## config.mk

```make
export PLATFORM = sky130hd
export DESIGN_NAME = countdown_timer
export DESIGN_NICKNAME = d
export VERILOG_FILES = /design/src/rtl/timer_pkg.sv /design/src/rtl/down_counter.sv /design/src/rtl/countdown_timer.sv
export SDC_FILE = /design/constraint.sdc
export NUM_CORES = 1
export LEC_CHECK = 0
export CAP_MARGIN = 0
export CORE_MARGIN = 2
export CORE_UTILIZATION = 30
export DETAILED_ROUTE_END_ITERATION = 10
export DONT_BUFFER_PORTS = 1
export SYNTH_ARGS = -nofsm -noshare
export SYNTH_HDL_FRONTEND = slang
export SYNTH_HIERARCHICAL = 1
export SYNTH_SLANG_ARGS = --single-unit
```

## constraint.sdc

```tcl
create_clock -name clk -period 5.28 [get_ports clk]
set_input_delay 0.792 -clock clk [delete_from_list [all_inputs] [get_ports clk]]
set_output_delay 0.792 -clock clk [all_outputs]
set_load 0.1 [all_outputs]
```

## src/rtl/timer_pkg.sv

```systemverilog
// Shared definitions for the countdown timer: FSM state encoding and default width.
package timer_pkg;
    localparam int TIMER_WIDTH = 32;

    typedef enum logic [1:0] {
        IDLE   = 2'd0,
        RUN    = 2'd1,
        PAUSED = 2'd2,
        DONE   = 2'd3
    } timer_state_t;
endpackage

```

## src/rtl/down_counter.sv

```systemverilog
// One digit of the timer: loadable down-counter that wraps to reload_val when
// decremented from zero, exposing a zero flag used as the borrow to the next digit.
module down_counter
    import timer_pkg::*;
#(
    parameter int WIDTH = TIMER_WIDTH
) (
    input  logic             clk,
    input  logic             reset,
    input  logic             en,
    input  logic             load,
    input  logic [WIDTH-1:0] load_val,
    input  logic [WIDTH-1:0] reload_val,
    output logic [WIDTH-1:0] count,
    output logic             zero
);

    always_ff @(posedge clk or negedge reset) begin
        if (!reset) begin
            count <= '0;
        end else if (load) begin
            count <= load_val;
        end else if (en) begin
            if (count == '0) begin
                count <= reload_val;
            end else begin
                count <= count - 1'b1;
            end
        end
    end

    assign zero = (count == '0);

endmodule

```

## src/rtl/countdown_timer.sv

```systemverilog
// hrs:min:sec countdown timer with load/start/pause/clear commands; the FSM and
// command arbitration live here, the three digits are borrow-chained down_counters.
module countdown_timer
    import timer_pkg::*;
#(
    parameter int WIDTH = TIMER_WIDTH
) (
    input  logic             clk,
    input  logic             reset,
    input  logic             en,
    input  logic [WIDTH-1:0] count_max,
    input  logic [WIDTH-1:0] count_max_hrs,
    input  logic [WIDTH-1:0] load_sec,
    input  logic [WIDTH-1:0] load_min,
    input  logic [WIDTH-1:0] load_hrs,
    input  logic             load,
    input  logic             start,
    input  logic             pause,
    input  logic             clear,
    output logic [WIDTH-1:0] count_sec,
    output logic [WIDTH-1:0] count_min,
    output logic [WIDTH-1:0] count_hrs,
    output logic             busy,
    output logic             done
);

    function automatic logic [WIDTH-1:0] clamp(input logic [WIDTH-1:0] value,
                                               input logic [WIDTH-1:0] limit);
        return (value > limit) ? limit : value;
    endfunction

    timer_state_t state, state_next;

    logic             cnt_load;
    logic             load_zero;
    logic             tick;
    logic             sec_zero, min_zero, hrs_zero;
    logic             all_zero, last_tick;
    logic [WIDTH-1:0] sec_load_val, min_load_val, hrs_load_val;

    assign all_zero  = sec_zero && min_zero && hrs_zero;
    assign last_tick = (count_sec == WIDTH'(1)) && min_zero && hrs_zero;

    always_ff @(posedge clk or negedge reset) begin
        if (!reset) begin
            state <= IDLE;
            busy  <= 1'b0;
            done  <= 1'b0;
        end else begin
            state <= state_next;
            busy  <= (state_next == RUN) || (state_next == PAUSED);
            done  <= (state_next == DONE);
        end
    end

    // A load that is refused (RUN/DONE) does not mask start/pause/tick below it.
    always_comb begin
        state_next = state;
        cnt_load   = 1'b0;
        load_zero  = 1'b0;
        tick       = 1'b0;
        if (clear) begin
            state_next = IDLE;
            cnt_load   = 1'b1;
            load_zero  = 1'b1;
        end else if (load && (state == IDLE || state == PAUSED)) begin
            cnt_load = 1'b1;
        end else begin
            case (state)
                IDLE: begin
                    if (start) begin
                        state_next = all_zero ? DONE : RUN;
                    end
                end
                RUN: begin
                    if (pause) begin
                        state_next = PAUSED;
                    end else if (all_zero) begin
                        state_next = DONE;
                    end else if (en) begin
                        tick = 1'b1;
                        if (last_tick) begin
                            state_next = DONE;
                        end
                    end
                end
                PAUSED: begin
                    if (start) begin
                        state_next = RUN;
                    end
                end
                DONE: begin
                    state_next = IDLE;
                end
                default: begin
                    state_next = IDLE;
                end
            endcase
        end
    end

    assign sec_load_val = load_zero ? '0 : clamp(load_sec, count_max);
    assign min_load_val = load_zero ? '0 : clamp(load_min, count_max);
    assign hrs_load_val = load_zero ? '0 : clamp(load_hrs, count_max_hrs);

    down_counter #(.WIDTH(WIDTH)) u_sec (
        .clk        (clk),
        .reset      (reset),
        .en         (tick),
        .load       (cnt_load),
        .load_val   (sec_load_val),
        .reload_val (count_max),
        .count      (count_sec),
        .zero       (sec_zero)
    );

    down_counter #(.WIDTH(WIDTH)) u_min (
        .clk        (clk),
        .reset      (reset),
        .en         (tick && sec_zero),
        .load       (cnt_load),
        .load_val   (min_load_val),
        .reload_val (count_max),
        .count      (count_min),
        .zero       (min_zero)
    );

    // Hours only borrow when the whole total is nonzero, so their reload is never used.
    down_counter #(.WIDTH(WIDTH)) u_hrs (
        .clk        (clk),
        .reset      (reset),
        .en         (tick && sec_zero && min_zero),
        .load       (cnt_load),
        .load_val   (hrs_load_val),
        .reload_val (count_max_hrs),
        .count      (count_hrs),
        .zero       (hrs_zero)
    );

endmodule

```

==> flow_summary_export.csv, run 1 <==
group,metric,value,unit
run_status,status,"finished, violations left",
run_status,violations,"design-rule violations",
floorplanning,die_h,206,um
power,p_sw,1.78,mW
timing,hold_viol,0,
timing,rsz0062_at_grt,"false",
final_layout,syn_to_final_growth,10.6,%
critical_path,crit_required,5.54,ns
hold_path,hp-class,"primary input to async pin",
clock_tree,cts-buffers-inserted,9,
power,p_clk_share,19.9,%
power,p_seq_share,25.0,%
synthesis,synth_seq_area_share,20.4,%
clock_tree,root_buffer,"clkbuf_16",
floorplanning,die_w,206,um
final_layout,regArea,0.00250,mm2
timing,max_clock_freq,0.240,GHz
route,drt_first_pass_iters,9,
power,power_frac_comb,55.1,%
floorplanning,rows,74,
place,gp_congestion,0.975,
timing,setup_violations,0,
synthesis,synth_top_cell_by_area,"dfrtp_1",
synthesis,yosysTopAreaCellShare,20.4,%
route,wl_met1,20300,um
route,ant_nets,0,
timing,drv_slew,0,
synthesis,ys_seq_elements,100,
place,port-buffer-count,0,
synthesis,synth.avg_cell_area,8.05,um2
grt,grt_remaining_overflow,0,
grt,grtUsageTotal,21.4,%
synthesis,netlist_area,0.0123,mm2
clock_tree,postCtsSetupBuffers,0,
route,route.met3.wl,5160,um
final_layout,drive_gt1_share,15.5,%
final_layout,finish.net_count,1828,
synthesis,ys_warn_count,6,
synthesis,synth-edff-count,0,
critical_path,path_cells,"buf_4 > nor4_1 > nand2_1 > nor2_4 > nand2_4 > clkinv_4 > a31oi_1 > and3b_1 > and3_1 > buf_4 > nand2_1 > nor2_2 > a221oi_2 > o31ai_1",
synthesis,async_flop_share,100,%
route,drt_iter0_drc,1325,
final_layout,nFillCells,4190,
grt,grt_start_max_net_pins,164,
critical_path,cpPeakStageDelay,0.48,ns
power,internal_power,1.79,mW
synthesis,synth.distinct_cells,85,
floorplanning,start_util,30.2,%
final_layout,multi_input_area,0.00894,mm2
clock_tree,ctsHoldBuffers,0,
critical_path,crit_type,"register to register",
clock_tree,clockBufferDepth,2,
clock_tree,post_cts_resized,0,
timing,min_period,4.17,ns
power,power.density,263,mW/mm2
power,leakagePower,6.08,nW
critical_path,critPathLaunchType,"register",
timing,skew,0.0133,ns
synthesis,synth_nets,1796,
clock_tree,cts_max_level,3,
route,viasPerCell,5.63,
power,ir_worst_vdd,0.000166,V
synthesis,synthTopCellsByArea,"dfrtp_1, ha_1, mux2i_1",
timing,tightest_slew,1.02,ns
grt,grt_first_pass_wirelength,68900,um
timing,hold_ws,0.108,ns
route,routed_wl,47300,um
critical_path,critPathSlowestCell,"nor4_1",
clock_tree,cts.clk_slew.worst_paths,0.08,ns
clock_tree,cts_tree,"done",
run,cap_violations,0,
synthesis,synthFlopType,"dfrtp_1",
critical_path,cp_max_fo,39,
route,route.met2.wl,19800,um
synthesis,synth_cells,1526,
critical_path,critical_path_arrival,4.43,ns
critical_path,ff2ff_path_depth,14,
route,vias,11800,
floorplanning,pin_count,265,
timing,tns,0,ns
route,highest_layer,"met4",
place,dp_hpwl,37300,um
grt,first_global_vias,10900,
grt,antenna_found_initial,0,
critical_path,endpoint_kind,"register",
timing,relSlewSlack,31.6,%
floorplanning,die_area,0.0426,mm2
critical_path,crit_buf_inv,3,
floorplanning,core,0.0406,mm2
timing,finalCritPeriodShare,79.0,%
power,swShare,49.8,%
route,routedWlPerCell,22.6,um
critical_path,worst-path-stages,14,
clock_tree,clock-sinks,100,
route,drc,2,
critical_path,crit_family,"simple AND/OR/NAND/NOR gates",
clock_tree,insertion_delay,0.38,ns
-- Yosys cell counts (12+ instances only) --
| cell | instances |
|---|---|
| nor3b_1 | 54 |
| nand2b_1 | 106 |
| inv_1 | 77 |
| ha_1 | 103 |
| or2b_2 | 56 |
| nand3_1 | 36 |
| o211ai_1 | 24 |
| or4_1 | 13 |
| xor2_1 | 40 |
| nor4_1 | 38 |
| o21ai_0 | 64 |
| buf_6 | 12 |
| o21ai_1 | 44 |
| nand2_1 | 60 |
| and3_1 | 22 |
| nand4_1 | 28 |
| mux2i_1 | 97 |
| xnor2_1 | 19 |
| dfrtp_1 | 100 |
| a21oi_1 | 159 |
| a21o_1 | 14 |
| nor2_1 | 76 |
| nor3_1 | 40 |
| clkbuf_1 | 62 |
-- final timing paths --
path / endpoint / start / slack (ns)
worst max-delay path: u_hrs/count[21]$_DFFE_PN0P_ / u_min/count[12]$_DFFE_PN0P_ / 1.11
worst min-delay path: u_min/count[10]$_DFFE_PN0P_ / reset / 0.11
worst max register to register: u_hrs/count[21]$_DFFE_PN0P_ / u_min/count[12]$_DFFE_PN0P_ / 1.11
worst min register to register: state[0]$_DFF_PN0_ / state[0]$_DFF_PN0_ / 0.62
max in group asynchronous: u_sec/count[26]$_DFFE_PN0P_ / reset / 4.90
min in group clk: u_hrs/count[15]$_DFFE_PN0P_ / count_max_hrs[15] / 0.56
-- cells by family (layout without fill, tap and decap cells) --
logic type	after synthesis	after routing	synth area share, %
compound gates	387	387	19.3
xor+xnor	59	59	4.20
fa+ha+maj	103	103	10.5
buf+inv	174	211	6.95
flops	100	100	20.4
mux	97	97	7.90
other cells	0	2	0
simple gates	606	606	30.8
-- state kept, by name, summed over array words and instances (netlist names) --
signal / flops
u_hrs/count: 32
u_min/count: 32
u_sec/count: 32
state: 2
busy: 1
done: 1
-- cell usage in the layout, fill, tap and decap left out, types with 54 or more instances in the layout --
cell type  Yosys  final
a21oi_1      159    159
buf_4          3    115
dfrtp_1      100    100
ha_1         103    103
inv_1         77     77
mux2i_1       97     97
nand2_1       60     60
nand2b_1     106    106
nor2_1        76     76
nor3b_1       54     54
o21ai_0       64     64
or2b_2        56     56
-- area by class of cell --
class / instances / area share (%)
diodes: 2 / 0.0368
well taps: 532 / 4.90
clock inverters: 6 / 0.516
multi-input cells: 1252 / 65.8
repair buffers: 115 / 6.35
clock buffers: 10 / 1.68
flip-flops and latches: 100 / 18.4
inverters: 80 / 2.32
-- stage by stage --
| stage | power, mW | worst slack (ns) | instance area, um2 | utilization (%) | cells |
|---|---|---|---|---|---|
| after floorplan | 2.47 | 1.35 | 12300 | - | 1526 |
| after global routing | 3.75 | 0.776 | 13600 | 33.4 | 2095 |
| after global placement | 2.84 | 1.23 | 13300 | 32.7 | 2079 |
| after CTS | 3.59 | 1.16 | 13600 | 33.4 | 2095 |
| after detailed placement | 2.86 | 1.16 | 13300 | 32.7 | 2079 |
| final | 3.57 | 1.11 | 13600 | 33.4 | 2097 |
-- power by group through the flow --
stage               clock, mW  sequential (mW)  combinational, mW
floorplan                   0             1.64              0.827
global placement            0            0.907               1.93
detailed placement          0            0.910               1.95
CTS                     0.738            0.895               1.95
global route            0.755            0.905               2.09
finish                  0.712            0.895               1.97
-- routing by layer --
layer | up-vias | track usage, %
met5 | - | 0
met3 | 76 | 7.32
met2 | 509 | 30.1
met1 | 5573 | 29.3
li1 | 5641 | -
met4 | 0 | 9.57
Note: power is estimated with default switching activity, not from simulation.
==> run 2, diff against run 1 <==
==> constraint.sdc (replaced) <==
create_clock -name clk -period 4.35 [get_ports clk]
set_input_delay 0.6525 -clock clk [delete_from_list [all_inputs] [get_ports clk]]
set_output_delay 0.6525 -clock clk [all_outputs]
set_load 0.1 [all_outputs]
==> flow_summary_export.csv, run 2 (synthesis gave the netlist of run 1 again) <==
group,metric,value,unit
run_status,status,"complete, no violations",
clock_tree,insertion_delay,0.38,ns
final_layout,num_antenna_cells,0,
clock_tree,clockBufferDepth,2,
route,ant_nets,0,
timing,rsz0062_at_grt,"false",
timing,setup_violations,0,
floorplanning,die_w,206,um
clock_tree,cts_tree,"done",
timing,hold_viol,0,
floorplanning,start_util,30.2,%
critical_path,path_cells,"or4_1 > or4_1 > nor2_4 > nand2_4 > clkinv_4 > a31oi_1 > and3b_1 > buf_4 > and2_2 > nor2b_1 > buf_4 > nand2_1 > o211ai_1",
timing,hold_ws,0.194,ns
grt,first_global_vias,11400,
final_layout,layout_common_cells,"a21oi_1, buf_4, nand2b_1, ha_1, dfrtp_1",
final_layout,nFillCells,4234,
critical_path,crit_required,4.58,ns
route,drt_iter0_drc,1532,
place,port-buffer-count,0,
timing,drv_slew,0,
final_layout,stdcell_count,2099,
timing,finalCritPeriodShare,93.1,%
timing,tightest_slew,0.954,ns
critical_path,cpPeakStageDelay,0.64,ns
floorplanning,pin_count,265,
grt,grt_start_max_net_pins,164,
timing,relSlewSlack,36.5,%
critical_path,cp_max_fo,39,
power,swShare,48.9,%
route,vias,11900,
final_layout,drive_gt1_share,15.8,%
floorplanning,rows,74,
timing,tns,0,ns
power,power.density,325,mW/mm2
power,p_clk_share,21.1,%
floorplanning,core,0.0406,mm2
power,p_seq_share,24.8,%
timing,min_period,4.05,ns
route,routedWlPerCell,22.6,um
power,p_sw,2.18,mW
hold_path,hp-class,"primary input to async pin",
timing,final.setup.worst_slack,0.300,ns
critical_path,critical_path_arrival,4.28,ns
timing,skew,0.0148,ns
clock_tree,clock-sinks,100,
grt,grt_first_pass_wirelength,70900,um
place,gp_congestion,0.968,
final_layout,reg_top3,"u_hrs/count x32, u_min/count x32, u_sec/count x32",
critical_path,critPathSlowestCell,"or4_1",
clock_tree,cts-buffers-inserted,9,
grt,grt_remaining_overflow,0,
critical_path,ff2ff_path_depth,13,
run,cap_violations,0,
final_layout,finish.net_count,1832,
critical_path,crit_family,"simple AND/OR/NAND/NOR gates",
route,viasPerCell,5.69,
power,leakagePower,6.15,nW
critical_path,worst-path-stages,13,
final_layout,syn_to_final_growth,11.6,%
route,drc,0,
power,power_frac_comb,54.1,%
critical_path,crit_buf_inv,3,
clock_tree,cts.clk_slew.worst_paths,0.08,ns
route,drt_first_pass_iters,5,
floorplanning,die_area,0.0426,mm2
clock_tree,root_buffer,"clkbuf_16",
power,ir_worst_vdd,0.000215,V
route,routed_wl,47400,um
power,internal_power,2.28,mW
place,dp_hpwl,37500,um
timing,max_clock_freq,0.247,GHz
clock_tree,cts_max_level,3,
final_layout,layout_commonest_cell,"a21oi_1",
place,post-place-ws,0.263,ns
critical_path,crit_type,"register to register",
critical_path,critPathLaunchType,"register",
grt,grtUsageTotal,21.8,%
grt,antenna_found_initial,2,
place,dpl.cell_count,2082,
floorplanning,die_h,206,um
critical_path,endpoint_kind,"register",
run 2: cell count changes in the layout (fill, tap and decap cells not counted), moves of 2 or more:
cell	previous run	this run
inv_6	3	1
clkbuf_8	0	2
buf_12	0	3
diode_2	2	0
run 2: what timing repair did:
action,4_1_cts,5_1_grt
hold buffers,1,0
setup buffers,0,0
setup endpoints to repair,0,7
resized for setup,0,2
endpoints found under the hold margin,100,0
run 2: power by group through the flow:
stage	sequential (mW)	clock [mW]	combinational [mW]
2_1_floorplan	1.99	0	1.00
3_3_place_gp	1.12	0	2.34
3_5_place_dp	1.12	0	2.36
4_1_cts	1.11	0.954	2.39
5_1_grt	1.12	0.986	2.57
6_report	1.11	0.939	2.41
run 2: path summary, 6_finish.rpt:
path,end,slack (ns),start
min in group clk,u_hrs/count[15]$_DFFE_PN0P_,0.41,count_max_hrs[15]
max in group asynchronous,u_sec/count[11]$_DFFE_PN0P_,3.65,reset
hold / removal,u_min/count[6]$_DFFE_PN0P_,0.19,reset
setup / recovery,u_min/count[12]$_DFFE_PN0P_,0.30,u_sec/count[26]$_DFFE_PN0P_
setup reg to reg,u_min/count[12]$_DFFE_PN0P_,0.30,u_sec/count[26]$_DFFE_PN0P_
hold reg to reg,state[0]$_DFF_PN0_,0.62,state[0]$_DFF_PN0_
run 2: cell type report:
class / count / area [um2] / share of cell area (%)
flip-flops and latches: 100 / 2500 / 18.2
clock inverters: 5 / 82.6 / 0.602
multi-input cells: 1252 / 8940 / 65.2
repair buffers: 119 / 951 / 6.93
clock buffers: 11 / 253 / 1.84
inverters: 80 / 318 / 2.32
well taps: 532 / 666 / 4.85
run 2: layer usage:
layer | GRT usage, % | part of all wire, %
met5 | 0 | 0.034
met4 | 9.77 | 4.6
met3 | 7.10 | 11
met2 | 32.1 | 42
met1 | 28.9 | 43
run 2: metrics by stage:
step,area (um2),utilization (%),total power [mW]
floorplan,12300,-,3.00
global placement,13300,32.8,3.46
detailed placement,13300,32.8,3.48
CTS,13700,33.7,4.45
global route,13700,33.7,4.68
finish,13700,33.7,4.45
==> run 3, diff against run 2 <==
--- a/config.mk
+++ b/config.mk
@@ -7,9 +7,10 @@
 export LEC_CHECK = 0
 export CAP_MARGIN = 0
 export CORE_MARGIN = 2
-export CORE_UTILIZATION = 30
+export CORE_UTILIZATION = 53
 export DETAILED_ROUTE_END_ITERATION = 10
-export DONT_BUFFER_PORTS = 1
+export GPL_TIMING_DRIVEN = 0
+export PLACE_DENSITY = 0.83
 export SYNTH_ARGS = -nofsm -noshare
 export SYNTH_HDL_FRONTEND = slang
 export SYNTH_HIERARCHICAL = 1
==> flow_summary_export.csv, run 3 (synthesis gave the netlist of run 1 again) <==
group,metric,value,unit
final_layout,reg_top3,"u_hrs/count x32, u_min/count x32, u_sec/count x32",
critical_path,path_cells,"or4_1 > buf_2 > or4_1 > buf_2 > nor2_4 > nand2_4 > clkinv_4 > buf_6 > a31oi_1 > and3b_1 > and3_1 > clkbuf_1 > inv_2 > nor2_1 > clkbuf_2 > a221o_1",
power,leakagePower,6.77,nW
grt,grt_start_max_net_pins,52,
timing,hold_ws,0.333,ns
place,port-buffer-count,263,
route,drc,0,
timing,max_clock_freq,0.236,GHz
critical_path,critPathLaunchType,"register",
hold_path,hp-class,"primary input to async pin",
critical_path,critPathSlowestCell,"dfrtp_1",
floorplanning,die_w,156,um
clock_tree,cts-buffers-inserted,9,
final_layout,layout_common_cells,"clkdlybuf4s50_1, a21oi_1, nand2b_1, ha_1, dfrtp_1",
final_layout,syn_to_final_growth,27.3,%
clock_tree,cts_max_level,3,
clock_tree,cts_tree,"done",
grt,grt_first_pass_wirelength,75500,um
route,routed_wl,49800,um
grt,first_global_vias,12900,
timing,skew,0.0100,ns
floorplanning,pin_count,265,
timing,rsz0062_at_grt,"false",
critical_path,crit_required,4.60,ns
run_status,status,"complete, no violations",
critical_path,cpPeakStageDelay,0.50,ns
grt,antenna_found_initial,4,
clock_tree,clock-sinks,100,
timing,tightest_slew,1.06,ns
run,cap_violations,0,
clock_tree,insertion_delay,0.37,ns
route,ant_nets,0,
route,drt_iter0_drc,1682,
route,drt_first_pass_iters,6,
place,dp_hpwl,39800,um
timing,drv_slew,0,
timing,finalCritPeriodShare,97.4,%
final_layout,layout_commonest_cell,"clkdlybuf4s50_1",
place,gp_congestion,1.06,
timing,hold_viol,0,
floorplanning,die_area,0.0244,mm2
timing,min_period,4.24,ns
floorplanning,rows,55,
clock_tree,ctsHoldBuffers,0,
critical_path,cp_max_fo,13,
route,viasPerCell,6.47,
critical_path,crit_type,"register to register",
grt,grt_remaining_overflow,0,
timing,tns,0,ns
final_layout,drive_gt1_share,9.23,%
clock_tree,root_buffer,"clkbuf_16",
route,routedWlPerCell,23.7,um
clock_tree,cts.clk_slew.worst_paths,0.07,ns
critical_path,critical_path_arrival,4.49,ns
floorplanning,core,0.0227,mm2
timing,relSlewSlack,29.4,%
floorplanning,die_h,156,um
clock_tree,clockBufferDepth,2,
final_layout,finish.net_count,2076,
grt,grtUsageTotal,40.3,%
critical_path,endpoint_kind,"register",
timing,setup_violations,0,
power,power.density,297,mW/mm2
floorplanning,start_util,54.1,%
power,ir_worst_vdd,0.000237,V
route,vias,13600,
run 3: cell count changes in the layout (fill, tap and decap cells not counted), moves of 3 or more:
| cell | delta |
|---|---|
| buf_1 | +5 |
| buf_2 | +5 |
| diode_2 | +3 |
| buf_4 | -106 |
| clkdlybuf4s50_1 | +262 |
| buf_6 | +12 |
| clkbuf_2 | +5 |
| clkbuf_1 | +58 |
run 3: worst paths after layout:
| check | startpoint | end | slack (ns) | depth (start not counted) |
|---|---|---|---|---|
| worst max-delay path | u_sec/count[24]$_DFFE_PN0P_ | u_hrs/count[14]$_DFFE_PN0P_ | 0.11 | 16 |
| worst min-delay path | reset | done$_DFF_PN0_ | 0.33 | 1 |
| worst max register to register | u_sec/count[24]$_DFFE_PN0P_ | u_hrs/count[14]$_DFFE_PN0P_ | 0.11 | 16 |
| worst min register to register | u_min/count[30]$_DFFE_PN0P_ | u_min/count[30]$_DFFE_PN0P_ | 0.56 | 2 |
| max in group asynchronous | reset | u_min/count[23]$_DFFE_PN0P_ | 3.29 | 2 |
| min in group clk | u_min/count[30]$_DFFE_PN0P_ | u_min/count[30]$_DFFE_PN0P_ | 0.56 | 2 |
run 3: report_power, final:
group	internal, mW	switching (mW)
clock	0.404	0.400
combinational	0.881	1.72
sequential	1.04	0.205
total	2.32	2.33
run 3: area by class of cell:
| class | count | area [um2] |
|---|---|---|
| Multi-Input combinational cell | 1252 | 8950 |
| Fill cell | 1936 | 7060 |
| Timing Repair Buffer | 269 | 2700 |
| Sequential cell | 100 | 2500 |
| Buffer | 94 | 547 |
| Tap cell | 285 | 357 |
| Inverter | 80 | 315 |
| Clock buffer | 10 | 239 |
| Clock inverter | 5 | 37.5 |
| Antenna cell | 3 | 7.51 |
run 3: repair_timing:
action                                 CTS  global route
pin swaps                                0             2
setup buffers                            0             5
gates resized for setup                  4             6
setup endpoints to repair               24            46
endpoints found under the hold margin    0             0
cloned                                   0             0
run 3: through the flow:
step	utilization (%)	cell area, um2	cells	power (mW)	worst slack, ns
after floorplan	-	12300	1526	3.00	0.415
after global placement	67.3	15300	2074	3.76	-1.55
after detailed placement	67.4	15300	2075	3.80	-0.203
after CTS	68.7	15600	2090	4.60	0.0569
after global routing	68.9	15600	2098	4.84	0.00249
final	68.9	15600	2098	4.65	0.112
run 3: critical path, delay by kind of cell (launching register included):
kind            cells  cell delay, ns
simple gates        7            1.72
buf+inv             7            1.41
flops               1            0.50
compound gates      2            0.48
run 3: layer usage:
layer / part of all wire [%] / track usage (%)
met5: 0 / 0
met1: 42 / 57.8
met3: 13 / 9.97
met4: 3.0 / 12.7
met2: 42 / 59.4
